### src/rtl/instr_cache.sv
// Direct-mapped instruction cache: 8 sets of 16-byte blocks, combinational hit path,
// 3-state refill FSM. Define ICACHE_STATS_EN to add HIT_COUNT / MISS_COUNT outputs.
module instr_cache (
  input  logic         CLK,
  input  logic         RESET,
  input  logic [31:0]  ADDRESS,
  output logic [31:0]  INSTRUCTION,
  output logic         BUSY_WAIT,
  output logic         MEM_READ,
  output logic [27:0]  MEM_ADDRESS,
  input  logic [127:0] MEM_READDATA,
  input  logic         MEM_BUSY_WAIT
`ifdef ICACHE_STATS_EN
  ,
  output logic [31:0]  HIT_COUNT,
  output logic [31:0]  MISS_COUNT
`endif
);

  typedef enum logic [1:0] {
    S_IDLE     = 2'd0,
    S_MEM_READ = 2'd1,
    S_UPDATE   = 2'd2
  } state_t;

  state_t       r_state;
  logic [7:0]   r_valid;
  logic [24:0]  r_tag  [8];
  logic [127:0] r_data [8];

  logic [2:0]   w_idx;
  logic [24:0]  w_tag;
  logic [1:0]   w_word;
  logic         w_hit;
  logic         w_unused_addr;

  assign w_idx         = ADDRESS[6:4];
  assign w_tag         = ADDRESS[31:7];
  assign w_word        = ADDRESS[3:2];
  assign w_unused_addr = ^ADDRESS[1:0];

  assign w_hit       = r_valid[w_idx] & (r_tag[w_idx] == w_tag);
  assign INSTRUCTION = r_data[w_idx][{w_word, 5'd0} +: 32];

  // Handshake outputs decode the state; RESET masks the stall so the PC can load unstalled.
  always_comb begin
    BUSY_WAIT   = 1'b0;
    MEM_READ    = 1'b0;
    MEM_ADDRESS = 28'd0;
    if (!RESET) begin
      case (r_state)
        S_IDLE: begin
          BUSY_WAIT = ~w_hit;
        end
        S_MEM_READ: begin
          BUSY_WAIT   = 1'b1;
          MEM_READ    = 1'b1;
          MEM_ADDRESS = ADDRESS[31:4];
        end
        S_UPDATE: begin
          BUSY_WAIT = 1'b1;
        end
        default: begin
          BUSY_WAIT = 1'b0;
        end
      endcase
    end else begin
      BUSY_WAIT   = 1'b0;
      MEM_READ    = 1'b0;
      MEM_ADDRESS = 28'd0;
    end
  end

  // Refill FSM and valid bits; reset abandons any refill in flight.
  always_ff @(posedge CLK) begin
    if (RESET) begin
      r_state <= S_IDLE;
      r_valid <= 8'd0;
    end else begin
      case (r_state)
        S_IDLE: begin
          r_state <= w_hit ? S_IDLE : S_MEM_READ;
        end
        S_MEM_READ: begin
          r_state <= MEM_BUSY_WAIT ? S_MEM_READ : S_UPDATE;
        end
        S_UPDATE: begin
          r_state        <= S_IDLE;
          r_valid[w_idx] <= 1'b1;
        end
        default: begin
          r_state <= S_IDLE;
        end
      endcase
    end
  end

  // Tag/data arrays need no reset: they are only observed through the valid bits.
  always_ff @(posedge CLK) begin
    if (!RESET && (r_state == S_UPDATE)) begin
      r_data[w_idx] <= MEM_READDATA;
      r_tag[w_idx]  <= w_tag;
    end
  end

`ifdef ICACHE_STATS_EN
  logic        r_after_update;
  logic [31:0] r_hit_count;
  logic [31:0] r_miss_count;

  // The IDLE cycle right after a refill is the stalled fetch completing, not a fresh hit.
  always_ff @(posedge CLK) begin
    if (RESET) begin
      r_after_update <= 1'b0;
      r_hit_count    <= 32'd0;
      r_miss_count   <= 32'd0;
    end else begin
      r_after_update <= (r_state == S_UPDATE);
      if ((r_state == S_IDLE) && !w_hit) begin
        r_miss_count <= r_miss_count + 32'd1;
      end
      if ((r_state == S_IDLE) && w_hit && !r_after_update) begin
        r_hit_count <= r_hit_count + 32'd1;
      end
    end
  end

  assign HIT_COUNT  = r_hit_count;
  assign MISS_COUNT = r_miss_count;
`else
  // Statistics counters are not built.
`endif

endmodule

### config.mk
export PLATFORM = sky130hd
export DESIGN_NAME = instr_cache
export DESIGN_NICKNAME = d
export VERILOG_FILES = /design/src/rtl/instr_cache.sv
export SDC_FILE = /design/constraint.sdc
export NUM_CORES = 1
export LEC_CHECK = 0
export CORE_MARGIN = 5
export CORE_UTILIZATION = 57
export DETAILED_ROUTE_END_ITERATION = 8
export DONT_BUFFER_PORTS = 1
export PLACE_DENSITY = 0.74
export SETUP_SLACK_MARGIN = 0.02
export SKIP_LAST_GASP = 1
export SLEW_MARGIN = 20
export SYNTH_ARGS = -nofsm -noshare
export SYNTH_HDL_FRONTEND = slang
export SYNTH_SLANG_ARGS = --single-unit
### constraint.sdc
create_clock -name CLK -period 16.6 [get_ports CLK]
set_input_delay 3.32 -clock CLK [delete_from_list [all_inputs] [get_ports CLK]]
set_output_delay 3.32 -clock CLK [all_outputs]
set_load 0.01 [all_outputs]
# Word level (Yosys, flattened, before mapping)
# Memory sizes are Yosys's and may differ from the RTL's.
# Index checks and enable logic that the tools add are counted.
# Widths: inputs -> output; s select.
[totals] ff_bits=10 mem_bits_rw=1224 input_bits=163 wordCells=33 n_memories=2
[mem_list] memory="r_data" depth=8 width=128 read_ports=1 rd_clocked_by_memory_dff=0 write_ports=1 line_no="29" rtl="logic [127:0] r_data [8];"
[mem_list] memory="r_tag" depth=8 width=25 read_ports=1 rd_clocked_by_memory_dff=0 write_ports=1 line_no="28" rtl="logic [24:0] r_tag [8];"
[op_classes] magnitude_cmp=2 n_eq_ne=3 shifts=1 mux=15 n_bitwise=3 n_reduce_logical=5
[op_table] cell="$shiftx 128x8->32" count=1
[op_table] cell="$mux 28" count=2
[op_table] cell="$eq 25x25->1" count=1
[op_table] cell="$mux 1" count=8
[op_table] cell="$or 8x8->8" count=1
[op_table] cell="$lt 3x4->1 const B" count=1
[op_table] cell="$pmux 2 s2" count=1
[op_table] cell="$bmux 1 s3" count=1
[op_table] cell="$demux 1 s3" count=1
[op_table] cell="$ge 3x1->1 const B" count=1
[op_table] cell="$eq 2x1->1 const B" count=1
[op_table] cell="$eq 2x2->1 const B" count=1
[op_table] cell="$logic_and 1x1->1" count=2
[op_table] cell="$logic_not 2->1" count=1
[op_table] cell="$mux 2" count=1
[op_table] cell="$pmux 1 s2" count=1
[op_table] cell="$reduce_or 2->1" count=1
[op_table] cell="$and 1x1->1" count=1
[op_table] cell="$logic_not 1->1" count=1
[op_table] cell="$not 1->1" count=1

# Logic depth before layout (Yosys ltp)
# Gate-level depths: netlist (run 1).
[depth] depth_word=6 depth_mapped=12 mapped_depth_nobuf=7

# Least setup slack after synthesis (run 1)
# No wires, ideal clock.
[synth_timing] path_type="input port to flip-flop" from="in ADDRESS[5]" to="mem r_data[0][0], enable pin" arrival_ps=14922 required_ps=15743 slack_ps=821 cell_stages=8 path_buffers=7 path_cell_list="buf_4 buf_2 buf_2 buf_4 buf_4 buf_2 buf_2 nor3_1"
[synth_lines] element="from (decl)" line_no="6" rtl="input logic [31:0] ADDRESS,"
[synth_lines] element="to (decl)" line_no="29"
# Straight into the memory's write port.

# Final worst setup path (run 1)
[layout_timing] from="in ADDRESS[4]" to="out INSTRUCTION[9]"
[layout_between] elab_chain_cells=2
[layout_rtl] element="$mem_v2 8x128"
[layout_rtl] element="$shiftx 128x8->32" line_no="43" rtl="assign INSTRUCTION = r_data[w_idx][{w_word, 5'd0} +: 32];"
[layout_rtl] element="to (decl)" line_no="7" rtl="output logic [31:0] INSTRUCTION,"
# No other way between the ends.

==> impl_metrics.csv, run 1 <==
group,metric,value,unit
status,status,"complete, no violations",
yosys,synth_nets,2882,
die,floorplan.initialDensity,57.7,%
detailed_routing,drc,0,
clocking,insertion_delay,690,ps
detailed_routing,drt_wl_total,117000,um
placed_design,dpl.hpwl,59700,um
die,design.core.area,82200,um^2
die,ios,225,
yosys,syn_inst,2715,
clocking,clock-sinks,1234,
yosys,syn_avg_cell_area,17.5,um^2
yosys,ys_types,61,
clocking,cts.repair.resized,0,
yosys,synth_area,47400,um^2
clocking,cts-root-buf,"clkbuf_16",
timing,setup-tns-final,0,ps
detailed_routing,wl_met2,57900,um
yosys,synthArstFlopShare,0,%
timing,fmax,0.100,GHz
critical_path,path_class,"in -> out",
critical_path,crit_path_start_kind,"input pin",
detailed_routing,wl_per_cell,30.4,um
power_and_ir_drop,p_leak,16.6,nW
placed_design,gp_congestion,0.763,
global_routing,grt_max_degree,279,
timing,fin_crit,9960,ps
finish,final_cell_mix,"edfxtp_1 (1224), mux2i_1 (183), nand2_1 (171)",
timing,slew_headroom,22.4,%
timing,finalMaxSlewViolations,0,
timing,finalClockSkew,30.9,ps
yosys,synth_edf_count,1224,
critical_path,cp_data_required_time,13280,ps
global_routing,grt_pass1_wl,171000,um
power_and_ir_drop,vdd_drop_max,0.0999,mV
detailed_routing,topRoutingLayerUsed,"met4",
power_and_ir_drop,p_per_area,118,nW/um^2
clocking,h-tree-depth,3,
die,die_w,298,um
detailed_routing,drt-met1-wl,42900,um
yosys,yosysWarnings,0,
yosys,dominantRegCellSynth,"edfxtp_1",
detailed_routing,first_pass_iters,6,
timing,hold_viol,0,
detailed_routing,wl_met3,13400,um
timing,rsz0062_at_grt,"false",
clocking,max-clock-path-buffers,3,
yosys,ys_seq_area_share,77.9,%
timing,setup_viol,0,
global_routing,grt_pass1_vias,25700,
placed_design,placed_cell_area,48500,um^2
timing,fin_crit_sh,60.0,%
power_and_ir_drop,power.total,6.15,mW
placed_design,port_buffers,0,
clocking,numCtsBuffers,116,
die,fp-row-count,105,
detailed_routing,drtAntennaViolNets,0,
finish,final_common_cell,"edfxtp_1",
yosys,ys_ff_latch,1234,
finish,final_area,52000,um^2
finish,drive_above_1_share,11.8,%
global_routing,grt-ovfl-total,0,
die,die_height,298,um
clocking,cts_tree,"done",
finish,finalNetCount,2871,
critical_path,worstPathArrival,6640,ps
clocking,clk_pin_slew,60,ps
critical_path,cp-end-kind,"primary output",
detailed_routing,via_per_inst,6.63,
detailed_routing,first_iter_violations,2896,
finish,syn2layout_area_growth,9.75,%
timing,worstMarginPinSlew,1160,ps
job,cap_viol_max_count,0,
global_routing,antenna_found_initial,5,
clocking,cts_setup_buffers,0,
die,die_area,89100,um^2
critical_path,crit_fanout,238,
worst_hold_path,min_path_type,"reg -> reg",
clocking,postCtsHoldBufs,0,
detailed_routing,vias,25700,
global_routing,gr-usage-all-layers,25.9,%
-- layer usage --
metal,vias to the layer above,GRT usage [%]
met5,-,0
met4,0,6.90
met3,221,7.23
met2,1450,43.2
met1,13100,34.0
li1,10900,-
-- synthesized netlist by cell type, drive strengths merged, types with 9 or more instances --
library cell / n / area, um^2
mux4: 59 / 1340
o22ai: 19 / 119
nand3: 31 / 155
mux2: 50 / 563
nor2b: 9 / 56.3
nor3: 17 / 85.1
dfxtp: 10 / 200
a221o: 14 / 140
a21o: 11 / 82.6
o211ai: 26 / 195
xnor2: 11 / 96.3
and2: 42 / 263
a22o: 19 / 166
o221ai: 9 / 78.8
a221oi: 46 / 403
clkbuf: 85 / 319
nor2: 119 / 449
a21oi: 140 / 701
nand2: 171 / 642
nand4: 16 / 100
o2111ai: 11 / 96.3
edfxtp: 1224 / 36800
a222oi: 14 / 140
xor2: 13 / 114
mux2i: 183 / 1830
buf: 85 / 470
a22oi: 110 / 826
a211oi: 12 / 90.1
o21ai: 113 / 569
-- path summary, 6_finish.rpt --
| path | from | to | slack (ps) | cells after the start |
|---|---|---|---|---|
| worst max-delay path | ADDRESS[4] | INSTRUCTION[9] | 6640 | 8 |
| worst min-delay path | r_valid[7] | r_valid[7] | 450 | 1 |
| worst max register to register | r_state[0] | r_data[5][125] | 12870 | 6 |
| worst min register to register | r_valid[7] | r_valid[7] | 450 | 1 |
-- flip-flops by register name, indices dropped and copies added, names as in the netlist --
name     cells
r_data    1024
r_valid      8
r_state      2
r_tag      200
-- cell families after synthesis --
family / synth area share (%)
flops: 77.9
compound gates: 8.08
simple gates: 3.87
mux: 7.87
buf+inv: 1.70
xor+xnor: 0.443
fa+ha+maj: 0.106
-- power by group --
group	total, mW	switching, mW	internal, mW
Combinational	0.211	0.128	0.0831
Sequential	3.43	0.00202	3.43
Clock	2.50	1.10	1.40
Total	6.15	1.23	4.92
-- critical path, cell delays in order --
cell and delay [ps]:
nand2_1 390, nor2_4 420, buf_4 710, a22o_1 230
nor3_1 50, o21ai_0 210, o21ai_0 430, o21ai_0 550
-- final cells by class --
cell class / count / area, um^2
inverter: 5 / 21.3
fill: 5524 / 30200
sequential: 1234 / 37000
clock inverter: 78 / 609
clock buffer: 135 / 2970
multi-input combinational: 1306 / 9800
tap: 1070 / 1340
timing repair buffer: 41 / 345
antenna: 1 / 2.50
-- through the flow --
stage	hold WS [ps]	util (%)	worst slack [ps]	instances
finish	455	63.3	6640	3870
global route	469	63.3	6850	3869
CTS	455	63.3	6970	3869
detailed placement	441	58.9	6990	3656
global placement	427	58.9	7050	3656
floorplan	421	-	821	2715
No activity file was read; power rests on OpenSTA's default activity.
==> run 2: changes to the inputs <==
--- a/config.mk
+++ b/config.mk
@@ -5,6 +5,7 @@
 export SDC_FILE = /design/constraint.sdc
 export NUM_CORES = 1
 export LEC_CHECK = 0
+export ABC_AREA = 1
 export CORE_MARGIN = 5
 export CORE_UTILIZATION = 57
 export DETAILED_ROUTE_END_ITERATION = 8
==> constraint.sdc (replaced) <==
create_clock -name CLK -period 8.8 [get_ports CLK]
set_input_delay 1.76 -clock CLK [delete_from_list [all_inputs] [get_ports CLK]]
set_output_delay 1.76 -clock CLK [all_outputs]
set_load 0.01 [all_outputs]
==> impl_metrics.csv, run 2 <==
group,metric,value,unit
status,status,"complete, no violations",
timing,finalClockSkew,17.9,ps
finish,largest_reg_flops,1024,
yosys,ys_seq_area_share,78.3,%
critical_path,crit_fanout,41,
job,cap_viol_max_count,0,
placed_design,gp_congestion,0.758,
timing,hold_viol,0,
clocking,insertion_delay,680,ps
global_routing,grt-ovfl-total,0,
timing,fin_crit,6660,ps
die,fp-row-count,105,
critical_path,cp-end-kind,"primary output",
die,die_height,298,um
finish,finalNetCount,3522,
finish,regMostFlops,"r_data",
yosys,synth_nets,3522,
detailed_routing,first_iter_violations,2819,
timing,setup_viol,0,
timing,fmax,0.150,GHz
critical_path,rrSetupSlack,5260,ps
detailed_routing,first_pass_iters,5,
yosys,synth_fa_ha_area_share,0.106,%
worst_hold_path,hold_depth,2,
die,die_w,298,um
yosys,syn_inst,3355,
power_and_ir_drop,p_leak,17.9,nW
critical_path,r2r_start,"r_state[0]",
yosys,synthArstFlopShare,0,%
yosys,yosysMostFrequentCell,"edfxtp_1",
yosys,synth_xor_area_share,0,%
timing,fin_crit_sh,75.6,%
finish,top_regs,"r_data (1024), r_tag (200), r_valid (8)",
global_routing,grt_pass1_wl,172000,um
yosys,syn_avg_cell_area,14.1,um^2
critical_path,reg2reg_to,"r_data[6][40]",
global_routing,antenna_found_initial,1,
yosys,synth_area,47200,um^2
clocking,cts.repair.resized,0,
yosys,yosysWarnings,0,
finish,syn2layout_area_growth,10.3,%
finish,utilization,63.4,%
yosys,ys_types,39,
clocking,h-tree-depth,3,
detailed_routing,via_per_inst,6.09,
clocking,max-clock-path-buffers,3,
timing,finalMaxSlewViolations,0,
worst_hold_path,hp-start,"r_valid[1]",
yosys,synth_edf_count,1224,
finish,final_cell_mix,"edfxtp_1 (1224), nand2_1 (752), inv_1 (276)",
global_routing,grt_max_degree,136,
die,die_area,88700,um^2
detailed_routing,drt_wl_total,117000,um
timing,setup-tns-final,0,ps
critical_path,cp_data_required_time,7040,ps
yosys,synth.top_cell.area_share,77.9,%
clocking,cts-root-buf,"clkbuf_16",
detailed_routing,wl_per_cell,25.9,um
yosys,synth_top_area_cell,"edfxtp_1",
critical_path,path_class,"in -> out",
placed_design,dpl.hpwl,59200,um
power_and_ir_drop,vdd_drop_max,0.215,mV
power_and_ir_drop,p_per_area,223,nW/um^2
yosys,ys_ff_latch,1234,
placed_design,port_buffers,0,
worst_hold_path,min_path_type,"reg -> reg",
clocking,cts_tree,"done",
detailed_routing,vias,27500,
yosys,synthTopCellsByArea,"edfxtp_1 (78%), nand2_1 (6.0%), a221oi_1 (2.2%)",
timing,rsz0062_at_grt,"false",
finish,final_common_cell,"edfxtp_1",
detailed_routing,drc,0,
detailed_routing,drtAntennaViolNets,0,
clocking,clk_pin_slew,60,ps
critical_path,worstPathArrival,4900,ps
clocking,numCtsBuffers,116,
yosys,synthMuxAreaShare,0,%
clocking,cts_setup_buffers,0,
yosys,synth_top_family_by_area,"simple AND/OR/NAND/NOR gates",
clocking,postCtsHoldBufs,0,
die,ios,225,
die,floorplan.initialDensity,57.5,%
finish,drive_above_1_share,6.90,%
timing,worstMarginPinSlew,1080,ps
yosys,synthSimpleGateAreaFrac,10.5,%
yosys,dominantRegCellSynth,"edfxtp_1",
global_routing,gr-usage-all-layers,25.8,%
critical_path,reg2reg_depth,5,
die,design.core.area,82100,um^2
timing,slew_headroom,27.6,%
clocking,clock-sinks,1234,
yosys,synth_compound_area_share,7.29,%
yosys,synthTopCellsByCount,"edfxtp_1 (1224), nand2_1 (755), inv_1 (277)",
critical_path,crit_path_start_kind,"input pin",
global_routing,grt_pass1_vias,27100,
worst_hold_path,hold_end,"r_valid[1]",
## run 2: cell count changes after synthesis, moves of 50 or more
cell,before,now
nor2_1,118,182
inv_1,2,277
nand4_1,16,90
a21oi_1,140,76
nand3_1,31,123
nand2_1,171,755
mux2i_1,183,0
mux2_2,50,0
mux4_2,57,0
a22oi_1,110,48
a221oi_1,46,121
## run 2: cells by family (layout without fill, tap and decap cells)
logic type,after synthesis,count (layout)
AO/OA/AOI/OAI,475,475
adder cells (fa/ha/maj),4,4
buffers and inverters,448,540
flip-flops,1234,1234
other,0,1
AND/OR/NAND/NOR,1194,1194
## run 2: metal layers
metal	global-route usage (%)	part of all wire (%)
met5	0	0
met4	7.99	2.9
met3	6.61	11
met2	43.2	49
met1	33.8	37
## run 2: stage by stage
step	hold slack (ps)	setup WS [ps]	area (um^2)	power [mW]	instances
after floorplan	428	1740	47200	6.90	3355
after global placement	443	2230	48400	7.02	4305
after detailed placement	445	2160	48400	7.03	4305
after CTS	460	2140	52000	11.6	4515
after global routing	486	2020	52100	11.9	4517
final	465	2140	52100	11.6	4518
## run 2: critical path, cell delays in order
cell and delay, ps:
inv_2 90, nor2_2 800, nand2_1 100, buf_4 280
inv_4 540, buf_4 370, a22o_1 180, a221oi_1 50
nand4_1 220, nand3_1 160, nand2_1 280
## run 2: power by group
| part | leakage (nW) | switching, mW | internal [mW] |
|---|---|---|---|
| clock | 1.74 | 2.07 | 2.63 |
| sequential | 11.1 | 0.00426 | 6.48 |
| combinational | 5.07 | 0.301 | 0.122 |
| total | 17.9 | 2.37 | 9.23 |
## run 2: worst max-delay path by stage
stage	start	endpoint	slack, ps	cells past startpoint
after floorplan	ADDRESS[4]	r_data[7][0]	1740	7
after global routing	ADDRESS[5]	INSTRUCTION[11]	2020	11
after detailed placement	ADDRESS[5]	INSTRUCTION[11]	2160	11
final	ADDRESS[5]	INSTRUCTION[11]	2140	11
after CTS	ADDRESS[5]	INSTRUCTION[11]	2140	11
after global placement	ADDRESS[5]	INSTRUCTION[11]	2230	11
## run 2: cell type report
type | instances | area, um^2
diodes | 1 | 2.50
clock buffers | 151 | 3080
clock inverters | 59 | 492
fillers | 5646 | 30000
inverters | 286 | 1080
multi-input cells | 1673 | 8550
flip-flops and latches | 1234 | 37000
well taps | 1070 | 1340
repair buffers | 44 | 571
